===== config.mk =====
export PLATFORM = sky130hd
export DESIGN_NAME = adat_tx_scheduler_flat
export DESIGN_NICKNAME = d
export VERILOG_FILES = /design/src/rtl/adat_pkg.sv /design/src/rtl/adat_tx_scheduler_if.sv /design/src/rtl/sat_counter.sv /design/src/rtl/adat_tx_scheduler.sv /design/src/flat_wrapper.sv
export SDC_FILE = /design/constraint.sdc
export NUM_CORES = 1
export LEC_CHECK = 0
export ABC_CLOCK_PERIOD_IN_PS = 2300
export CAP_MARGIN = 20
export CORE_MARGIN = 3
export CORE_UTILIZATION = 45
export CTS_CLUSTER_SIZE = 8
export DETAILED_ROUTE_END_ITERATION = 6
export GPL_TIMING_DRIVEN = 0
export PLACE_DENSITY = 0.7
export SLEW_MARGIN = 20
export SYNTH_ARGS = -nofsm -noshare
export SYNTH_HDL_FRONTEND = slang
export SYNTH_SLANG_ARGS = --single-unit

===== constraint.sdc =====
create_clock -name clk -period 2.3 [get_ports clk]
set_input_delay 0.23 -clock clk [delete_from_list [all_inputs] [get_ports clk]]
set_output_delay 0.23 -clock clk [all_outputs]
set_load 0.005 [all_outputs]

===== src/rtl/adat_pkg.sv =====
// Shared types for the ADAT transmit path: sample/frame layout and scheduler states.
package adat_pkg;

  localparam int ADAT_CHANNELS = 8;
  localparam int ADAT_SAMPLE_W = 24;

  typedef logic signed [ADAT_SAMPLE_W-1:0] adat_sample_t;
  typedef adat_sample_t [0:ADAT_CHANNELS-1] adat_frame_t;

  typedef enum logic [1:0] {
    WAIT_FIRST = 2'd0,
    FILL       = 2'd1,
    FULL       = 2'd2
  } adat_sched_state_t;

endpackage


===== src/rtl/adat_tx_scheduler_if.sv =====
// Mixer sample stream plus serializer frame hand-off, bundled for adat_tx_scheduler.
interface adat_tx_scheduler_if;
  import adat_pkg::*;

  // Handshake: a sample transfers on a posedge where s_valid & s_ready; the mixer holds
  // s_sample/s_first stable while s_valid is high and s_ready is low. The serializer
  // samples audio_bus and the user bits on the posedge where data_request is high.
  adat_sample_t s_sample;
  logic         s_first;
  logic         s_valid;
  logic         s_ready;
  logic         timecode_in;
  logic         midi_in;
  logic         smux_in;
  logic         data_request;
  adat_frame_t  audio_bus;
  logic         timecode;
  logic         midi;
  logic         smux;

  modport master (
    output s_sample, s_first, s_valid, timecode_in, midi_in, smux_in, data_request,
    input  s_ready, audio_bus, timecode, midi, smux
  );

  modport slave (
    input  s_sample, s_first, s_valid, timecode_in, midi_in, smux_in, data_request,
    output s_ready, audio_bus, timecode, midi, smux
  );

endinterface


===== src/rtl/sat_counter.sv =====
// Saturating up-counter with synchronous reset and clear; never wraps past all-ones.
module sat_counter #(
  parameter int W = 16
) (
  input  logic         clk,
  input  logic         rst,
  input  logic         inc,
  input  logic         clear,
  output logic [W-1:0] count
);

  always_ff @(posedge clk) begin
    if (rst || clear) begin
      count <= '0;
    end else if (inc && (count != '1)) begin
      count <= count + W'(1);
    end
  end

endmodule


===== src/rtl/adat_tx_scheduler.sv =====
// Collects ch0..ch7 samples into a fill buffer and hands whole frames to the ADAT serializer.
// Build option ADAT_HOLD_ON_UNDERRUN_EN: an underrun swap repeats the last good frame.
module adat_tx_scheduler
  import adat_pkg::*;
#(
  parameter int CNT_W       = 16,
  parameter int MUTE_FRAMES = 4
) (
  input  logic                 clk,
  input  logic                 rst,
  adat_tx_scheduler_if.slave   bus,
  output logic                 underrun,
  output logic [CNT_W-1:0]     underrun_count,
  output logic [CNT_W-1:0]     resync_count,
  output adat_sched_state_t    state
);

  localparam int MUTE_W = $clog2(MUTE_FRAMES + 2);

  adat_sched_state_t state_q, state_fill, state_nx;
  logic [2:0]        count_q, count_nx;
  adat_frame_t       fill_q, fill_nx;
  adat_frame_t       audio_q;
  logic [MUTE_W-1:0] mute_q;
  logic              timecode_q, midi_q, smux_q;
  logic              underrun_q;
  logic              accept, frame_ok, resync_inc, underrun_inc;

  assign accept = bus.s_valid && (state_q != FULL);

  // Sample acceptance is applied first so a ch7 arriving on the swap edge completes the frame.
  always_comb begin
    fill_nx    = fill_q;
    count_nx   = count_q;
    state_fill = state_q;
    resync_inc = 1'b0;
    if (accept) begin
      if (bus.s_first) begin
        fill_nx[0] = bus.s_sample;
        count_nx   = 3'd1;
        state_fill = FILL;
        resync_inc = (state_q == FILL);
      end else if (state_q == WAIT_FIRST) begin
        resync_inc = 1'b1;
      end else begin
        fill_nx[count_q] = bus.s_sample;
        count_nx         = count_q + 3'd1;
        if (count_q == 3'd7) state_fill = FULL;
      end
    end
    frame_ok     = bus.data_request && (state_fill == FULL);
    underrun_inc = bus.data_request && !frame_ok;
    state_nx     = state_fill;
    if (frame_ok) begin
      state_nx = WAIT_FIRST;
      count_nx = 3'd0;
    end
  end

  always_ff @(posedge clk) begin
    if (rst) begin
      state_q    <= WAIT_FIRST;
      count_q    <= 3'd0;
      fill_q     <= '0;
      audio_q    <= '0;
      mute_q     <= MUTE_W'(MUTE_FRAMES);
      timecode_q <= 1'b0;
      midi_q     <= 1'b0;
      smux_q     <= 1'b0;
      underrun_q <= 1'b0;
    end else begin
      state_q    <= state_nx;
      count_q    <= count_nx;
      fill_q     <= fill_nx;
      underrun_q <= underrun_inc;
      if (bus.data_request) begin
        timecode_q <= bus.timecode_in;
        midi_q     <= bus.midi_in;
        smux_q     <= bus.smux_in;
        if (mute_q != '0) begin
          audio_q <= '0;
          mute_q  <= mute_q - MUTE_W'(1);
        end else if (frame_ok) begin
          audio_q <= fill_nx;
        end else begin
`ifdef ADAT_HOLD_ON_UNDERRUN_EN
          audio_q <= audio_q;
`else
          audio_q <= '0;
`endif
        end
      end
    end
  end

  sat_counter #(.W(CNT_W)) u_underrun_cnt (
    .clk   (clk),
    .rst   (rst),
    .inc   (underrun_inc),
    .clear (1'b0),
    .count (underrun_count)
  );

  sat_counter #(.W(CNT_W)) u_resync_cnt (
    .clk   (clk),
    .rst   (rst),
    .inc   (resync_inc),
    .clear (1'b0),
    .count (resync_count)
  );

  assign bus.s_ready   = (state_q != FULL);
  assign bus.audio_bus = audio_q;
  assign bus.timecode  = timecode_q;
  assign bus.midi      = midi_q;
  assign bus.smux      = smux_q;
  assign underrun      = underrun_q;
  assign state         = state_q;

endmodule


===== src/flat_wrapper.sv =====
// flat-port wrapper written by rule: the top's interface ports become plain ports
module adat_tx_scheduler_flat import adat_pkg::*;
#(
  parameter int CNT_W       = 16,
  parameter int MUTE_FRAMES = 4
)
  (clk, rst, underrun, underrun_count, resync_count, state, bus_s_sample, bus_s_first, bus_s_valid, bus_timecode_in, bus_midi_in, bus_smux_in, bus_data_request, bus_s_ready, bus_audio_bus, bus_timecode, bus_midi, bus_smux);
  adat_tx_scheduler_if bus_i ();
  input  logic clk;
  input  logic rst;
  output logic underrun;
  output logic [CNT_W-1:0] underrun_count;
  output logic [CNT_W-1:0] resync_count;
  output adat_sched_state_t state;
  input wire logic [$bits(bus_i.s_sample)-1:0] bus_s_sample;
  input wire logic [$bits(bus_i.s_first)-1:0] bus_s_first;
  input wire logic [$bits(bus_i.s_valid)-1:0] bus_s_valid;
  input wire logic [$bits(bus_i.timecode_in)-1:0] bus_timecode_in;
  input wire logic [$bits(bus_i.midi_in)-1:0] bus_midi_in;
  input wire logic [$bits(bus_i.smux_in)-1:0] bus_smux_in;
  input wire logic [$bits(bus_i.data_request)-1:0] bus_data_request;
  output wire logic [$bits(bus_i.s_ready)-1:0] bus_s_ready;
  output wire logic [$bits(bus_i.audio_bus)-1:0] bus_audio_bus;
  output wire logic [$bits(bus_i.timecode)-1:0] bus_timecode;
  output wire logic [$bits(bus_i.midi)-1:0] bus_midi;
  output wire logic [$bits(bus_i.smux)-1:0] bus_smux;
  assign bus_i.s_sample = bus_s_sample;
  assign bus_i.s_first = bus_s_first;
  assign bus_i.s_valid = bus_s_valid;
  assign bus_i.timecode_in = bus_timecode_in;
  assign bus_i.midi_in = bus_midi_in;
  assign bus_i.smux_in = bus_smux_in;
  assign bus_i.data_request = bus_data_request;
  assign bus_s_ready = bus_i.s_ready;
  assign bus_audio_bus = bus_i.audio_bus;
  assign bus_timecode = bus_i.timecode;
  assign bus_midi = bus_i.midi;
  assign bus_smux = bus_i.smux;
  adat_tx_scheduler #(.CNT_W(CNT_W), .MUTE_FRAMES(MUTE_FRAMES)) u_core (.clk(clk), .rst(rst), .bus(bus_i), .underrun(underrun), .underrun_count(underrun_count), .resync_count(resync_count), .state(state));
endmodule

* Yosys cells after proc, flatten, opt, wreduce, memory -nomap -nowiden
Index checks and enable logic that the tools add are counted.
** Word-level totals
- Register bits :: 428
- Logic and storage cells :: 69
- Input port bits :: 32
** Operators by class
- Bitwise operators :: 1
- Mux-type cells :: 18
- $lt $le $gt $ge :: 2
- $add $sub $neg :: 4
- Reductions and logical operators :: 12
- Equal/unequal tests :: 7
** Operators by type and width (number)
- 192-bit 2-to-1 mux :: 4
- 192-bit bitwise mux :: 1
- 168-bit 2-to-1 mux :: 1
- 24-bit demux with 3-bit select :: 1
- 24-bit 2-to-1 mux :: 2
- 16-bit by 1-bit adder with 16-bit output, second input constant :: 2
- 16-bit != test, second input constant :: 2
- 2-bit 2-to-1 mux :: 4
- 1-bit logical AND :: 6
- 3-bit 2-to-1 mux :: 2
- 4-bit >= comparator, second input constant :: 1
- 4-bit by 1-bit < comparator with 1-bit output, second input constant :: 1
- 2-bit != test, second input constant :: 2
- 3-bit NOT with 4-bit output :: 1
- 2-bit AND reduction :: 2
- 3-bit by 1-bit adder with 3-bit output, second input constant :: 1
- 3-bit == test, second input constant :: 1
- 1-bit 2-to-1 mux :: 3
- 3-bit nonzero test :: 1
- 3-bit by 1-bit subtractor with 3-bit output, second input constant :: 1
- 2-bit by 1-bit == test with 1-bit output, second input constant :: 1
- 2-bit == test, second input constant :: 1
- 2-bit zero test :: 1
- 2-bit OR reduction :: 1
- 1-bit zero test :: 1

* Longest topological paths before layout
- Depth after elaboration :: 11
- Depth in mapped cells :: 7

* Cells and area by module
Synthesis repeated with hierarchy kept, for this count alone.
** Unflattened totals
- Cells, all modules :: 1534
- Area, all modules :: 15018.2 sq um
** By module, submodules not included
- adat_tx_scheduler :: instances 1, area each 13324.0 sq um, cells each 1344, seq. area each 7927.6 sq um
- sat_counter :: instances 2, area each 847.1 sq um, cells each 95, seq. area each 320.3 sq um

* Worst setup path before layout
Ideal clock, no wire load.
- Path kind :: register to register
- From :: reg u_core.count_q[1]
- To :: reg u_core.u_underrun_cnt.count[12]
- Period minus slack after synthesis :: 2.102 ns
- Library setup time :: 0.116 ns
- Stages on the path, launching flop included :: 8
- Arrival time :: 1.985 ns
- Required time :: 2.184 ns
- Buffers on the path :: 1
- Path slack :: 0.198 ns
- Cell sequence :: dfxtp_1 -> ha_1 -> ha_1 -> and4b_4 -> or3_1 -> buf_2 -> or4_1 -> o211a_1
** Between the ends
- Word-level cells in the longest chain between the ends :: 10
** RTL lines
- from (decl) :: RTL line adat_tx_scheduler.sv:21 : logic [2:0] count_q, count_nx;
- from (signal assigned) :: RTL line adat_tx_scheduler.sv:73 : count_q <= count_nx;
- 3-bit == test :: RTL line adat_tx_scheduler.sv:48 : if (count_q == 3'd7) state_fill = FULL;
- 2-bit 2-to-1 mux :: RTL line adat_tx_scheduler.sv:48
- 2-bit 2-to-1 mux :: RTL line adat_tx_scheduler.sv:43 : end else if (state_q == WAIT_FIRST) begin
- 2-bit 2-to-1 mux :: RTL line adat_tx_scheduler.sv:38 : if (bus.s_first) begin
- 2-bit 2-to-1 mux :: RTL line adat_tx_scheduler.sv:37 : if (accept) begin
- 2-bit == test :: RTL line adat_tx_scheduler.sv:51 : frame_ok = bus.data_request && (state_fill == FULL);
- 1-bit logical AND :: RTL line adat_tx_scheduler.sv:51
- 1-bit zero test :: RTL line adat_tx_scheduler.sv:52 : underrun_inc = bus.data_request && !frame_ok;
- 1-bit logical AND :: RTL line adat_tx_scheduler.sv:52
- 1-bit logical AND :: RTL line sat_counter.sv:15 : end else if (inc && (count != '1)) begin
- to (signal assigned) :: RTL line sat_counter.sv:16 : count <= count + W'(1);
- to (decl) :: RTL line sat_counter.sv:9 : output logic [W-1:0] count
Every way passes these cells.
A chain may end at the register's enable or synchronous reset.

* Worst setup path after layout
Same ends and word-level chain as after synthesis.

==> impl_metrics.yaml <==
outcome:
  status: "complete, no violations"
worst_setup_path:
  critPathSlowestCell: "or4_1"
  slowest_delay_ps: 500
  crit_type: "flop to flop"
  cp_max_fo: 9
  worstPathArrival_ps: 2680
  worstSetupEndpointType: "flop"
  start_kind: "flop"
  cp_cell_sequence: "ha_1 -> ha_2 -> and4b_4 -> or3_1 -> buf_4 -> or4_1 -> o211a_1"
  cp.required_ps: 2750
clocking:
  cts_setup_buffers: 0
  cts.sinks: 428
  clkLatencyLatePin_ps: 580
  root_buffer: "clkbuf_16"
  htreeDepth: 2
  cts_max_path_buffers: 3
  cts-buffers-inserted: 59
  tritoncts: "done"
  clk_pin_slew_ps: 50
finish:
  layout-drive-gt1-share: 0.0676
  fin_cells: 2285
  nets: 1886
  fin_area_um2: 19400
  multiInputGateArea_um2: 5760
  final_util: 0.606
  area_delta_synth_final_pct: 30.4
  register_area_um2: 8570
  nFillCells: 2821
  antennaDiodeCount: 0
logic_synthesis:
  yosysWarnings: 0
  synth_edf_count: 0
  synth_seq_cells: 428
  yosysSeqAreaShare: 0.575
  avgSynthCellArea_um2: 9.60
  netlist_instances: 1551
  synth_area_um2: 14900
  synth_ff_type: "dfxtp_1"
  async_reset_ff_frac: 0
  syn_nets: 1589
  ys_types: 48
sta:
  setup_tns_ps: 0
  hold_ws_ps: 111
  fmax_ghz: 0.450
  fin_ws_ps: 78.5
  relSlewSlack: 0.210
  period_minus_slack_ps: 2220
  setup_violations: 0
  tightest_slew_ps: 1190
  rsz0062_at_grt: "yes"
  hold_viol: 0
  fin_crit_sh: 0.966
  fin_skew_ps: 16.5
  finalMaxSlewViolations: 0
die:
  initial_core_util: 0.465
  fp.dieW_um: 188
  io_pins: 263
  die_y_um: 188
  core-area_um2: 32000
  core.rowCount: 65
  die-area_um2: 35300
placed_design:
  place_area_um2: 17800
  place_hpwl_mm: 30.0
  numPlacedInstances: 2221
  io_buffers: 235
  gp_congestion: 0.837
  dp_slack_ps: -528
global_routing:
  track_usage: 0.241
  grt-ovfl-total: 0
  grt_pass1_wl_mm: 66.9
  antenna_found_initial: 0
  grt_pass1_vias: 11781
  grt_max_degree: 17
pwr:
  powerDensity_nw_per_um2: 806
  power.total_mw: 15.6
  p_leak_nw: 7.41
  vdd_drop_max_mv: 0.672
route:
  firstDrtPassIters: 5
  postRouteAntennaNets: 0
  routed_wl_mm: 43.5
  vias: 11931
  drc: 0
  via_per_inst: 5.22
  wl_per_cell_um: 19.0
  drt_iter0_markers: 534
worst_hold_path:
  hp-class: "primary input to flop"
job:
  drv_cap: 0
[where the power goes]
part / total, mW / switching [mW] / internal, mW
clock network: 7.61 / 2.96 / 4.65
registers: 7.50 / 0.0222 / 7.48
logic: 0.538 / 0.396 / 0.142
[what timing repair did]
| action | in CTS | in global routing |
|---|---|---|
| hold buffers | 1 | 0 |
| setup endpoints to repair | 182 | 51 |
| pin swaps | 0 | 1 |
| resized for setup | 15 | 8 |
| gates cloned | 0 | 0 |
| hold endpoints to repair | 1 | 0 |
[worst paths after layout]
check | startpoint | cells past startpoint | end | slack, ps
setup / recovery | u_core.count_q[1]$_SDFFE_PP0P_ | 7 | u_core.u_underrun_cnt.count[12]$_SDFFE_PP0P_ | 80
hold / removal | bus_data_request | 3 | u_core.bus.midi$_SDFFE_PP0P_ | 110
setup reg to reg | u_core.count_q[1]$_SDFFE_PP0P_ | 7 | u_core.u_underrun_cnt.count[12]$_SDFFE_PP0P_ | 80
hold reg to reg | u_core.bus.audio_bus[32]$_SDFFE_PP0P_ | 2 | u_core.bus.audio_bus[32]$_SDFFE_PP0P_ | 450
[Yosys cell counts (3+ instances only)]
cell	count	share of area
nor2b_1	17	0.0071
nand4_1	12	0.0050
o21ai_0	196	0.066
nand3_1	8	0.0027
mux2i_1	197	0.13
a311oi_1	3	0.0018
nor3_1	10	0.0034
or4_1	7	0.0035
buf_4	7	0.0035
buf_1	4	0.0010
clkbuf_1	94	0.024
mux2_2	14	0.011
ha_1	6	0.0050
nor2_1	219	0.055
and4_1	6	0.0035
nand2_1	216	0.054
and2_1	4	0.0017
nor4_1	10	0.0042
o31ai_1	7	0.0035
dfxtp_1	428	0.58
a21oi_1	13	0.0044
a211oi_1	6	0.0030
or3_1	4	0.0017
buf_2	21	0.0071
inv_1	11	0.0028
[routing by layer]
layer / vias up / track usage / part of all wire
met5: - / 0 / 0
met4: 0 / 0.0799 / 0.033
met3: 97 / 0.0667 / 0.076
met2: 406 / 0.393 / 0.46
met1: 5657 / 0.310 / 0.43
li1: 5771 / - / -
[worst max-delay path, delay by kind of cell (launching register included)]
kind                     cells  cell delay [ps]
flip-flops                   1              340
AND/OR/NAND/NOR              3             1050
buffers and inverters        1              180
adder cells (fa/ha/maj)      2              400
AO/OA/AOI/OAI                1              140
[registers in the layout, summed over array words and instances, names as in the netlist]
| signal | count |
|---|---|
| u_core.bus.timecode | 1 |
| u_core.bus.midi | 1 |
| u_core.underrun | 1 |
| u_core.fill_q | 192 |
| u_core.state | 2 |
| u_core.count_q | 3 |
| u_core.u_resync_cnt.count | 16 |
| u_core.mute_q | 3 |
| u_core.bus.smux | 1 |
| u_core.u_underrun_cnt.count | 16 |
| u_core.bus.audio_bus | 192 |
[layout make-up]
type	count	area share
tap	435	0.0280
buffer	126	0.0287
timing repair buffer	236	0.122
clock buffer	60	0.0773
multi-input combinational	985	0.297
sequential	428	0.441
inverter	12	0.00232
clock inverter	3	0.00393
[cells in the final DEF, fill, tap and decap left out, types with 3 or more instances in the layout]
master             n
dfxtp_1          428
clkdlybuf4s50_1  235
nor2_1           219
nand2_1          216
mux2i_1          197
o21ai_0          196
clkbuf_1          80
clkbuf_16         60
buf_2             19
nor2b_1           17
mux2_2            14
a21oi_1           13
nand4_1           12
inv_1             11
clkbuf_2          10
nor3_1            10
nor4_1            10
buf_4              8
nand3_1            8
o31ai_1            7
or4_1              7
buf_1              6
and4_1             6
a211oi_1           6
ha_1               5
or3_1              4
and2_1             4
a311oi_1           3
[cell families after synthesis]
family | Yosys count | share of synthesized area
AO/OA/AOI/OAI | 240 | 0.0871
XOR/XNOR | 2 | 0.00118
adder cells (fa/ha/maj) | 6 | 0.00504
buffers and inverters | 138 | 0.0383
flip-flops | 428 | 0.575
multiplexers | 211 | 0.143
AND/OR/NAND/NOR | 526 | 0.150
Power figures use the tool's default switching activity.
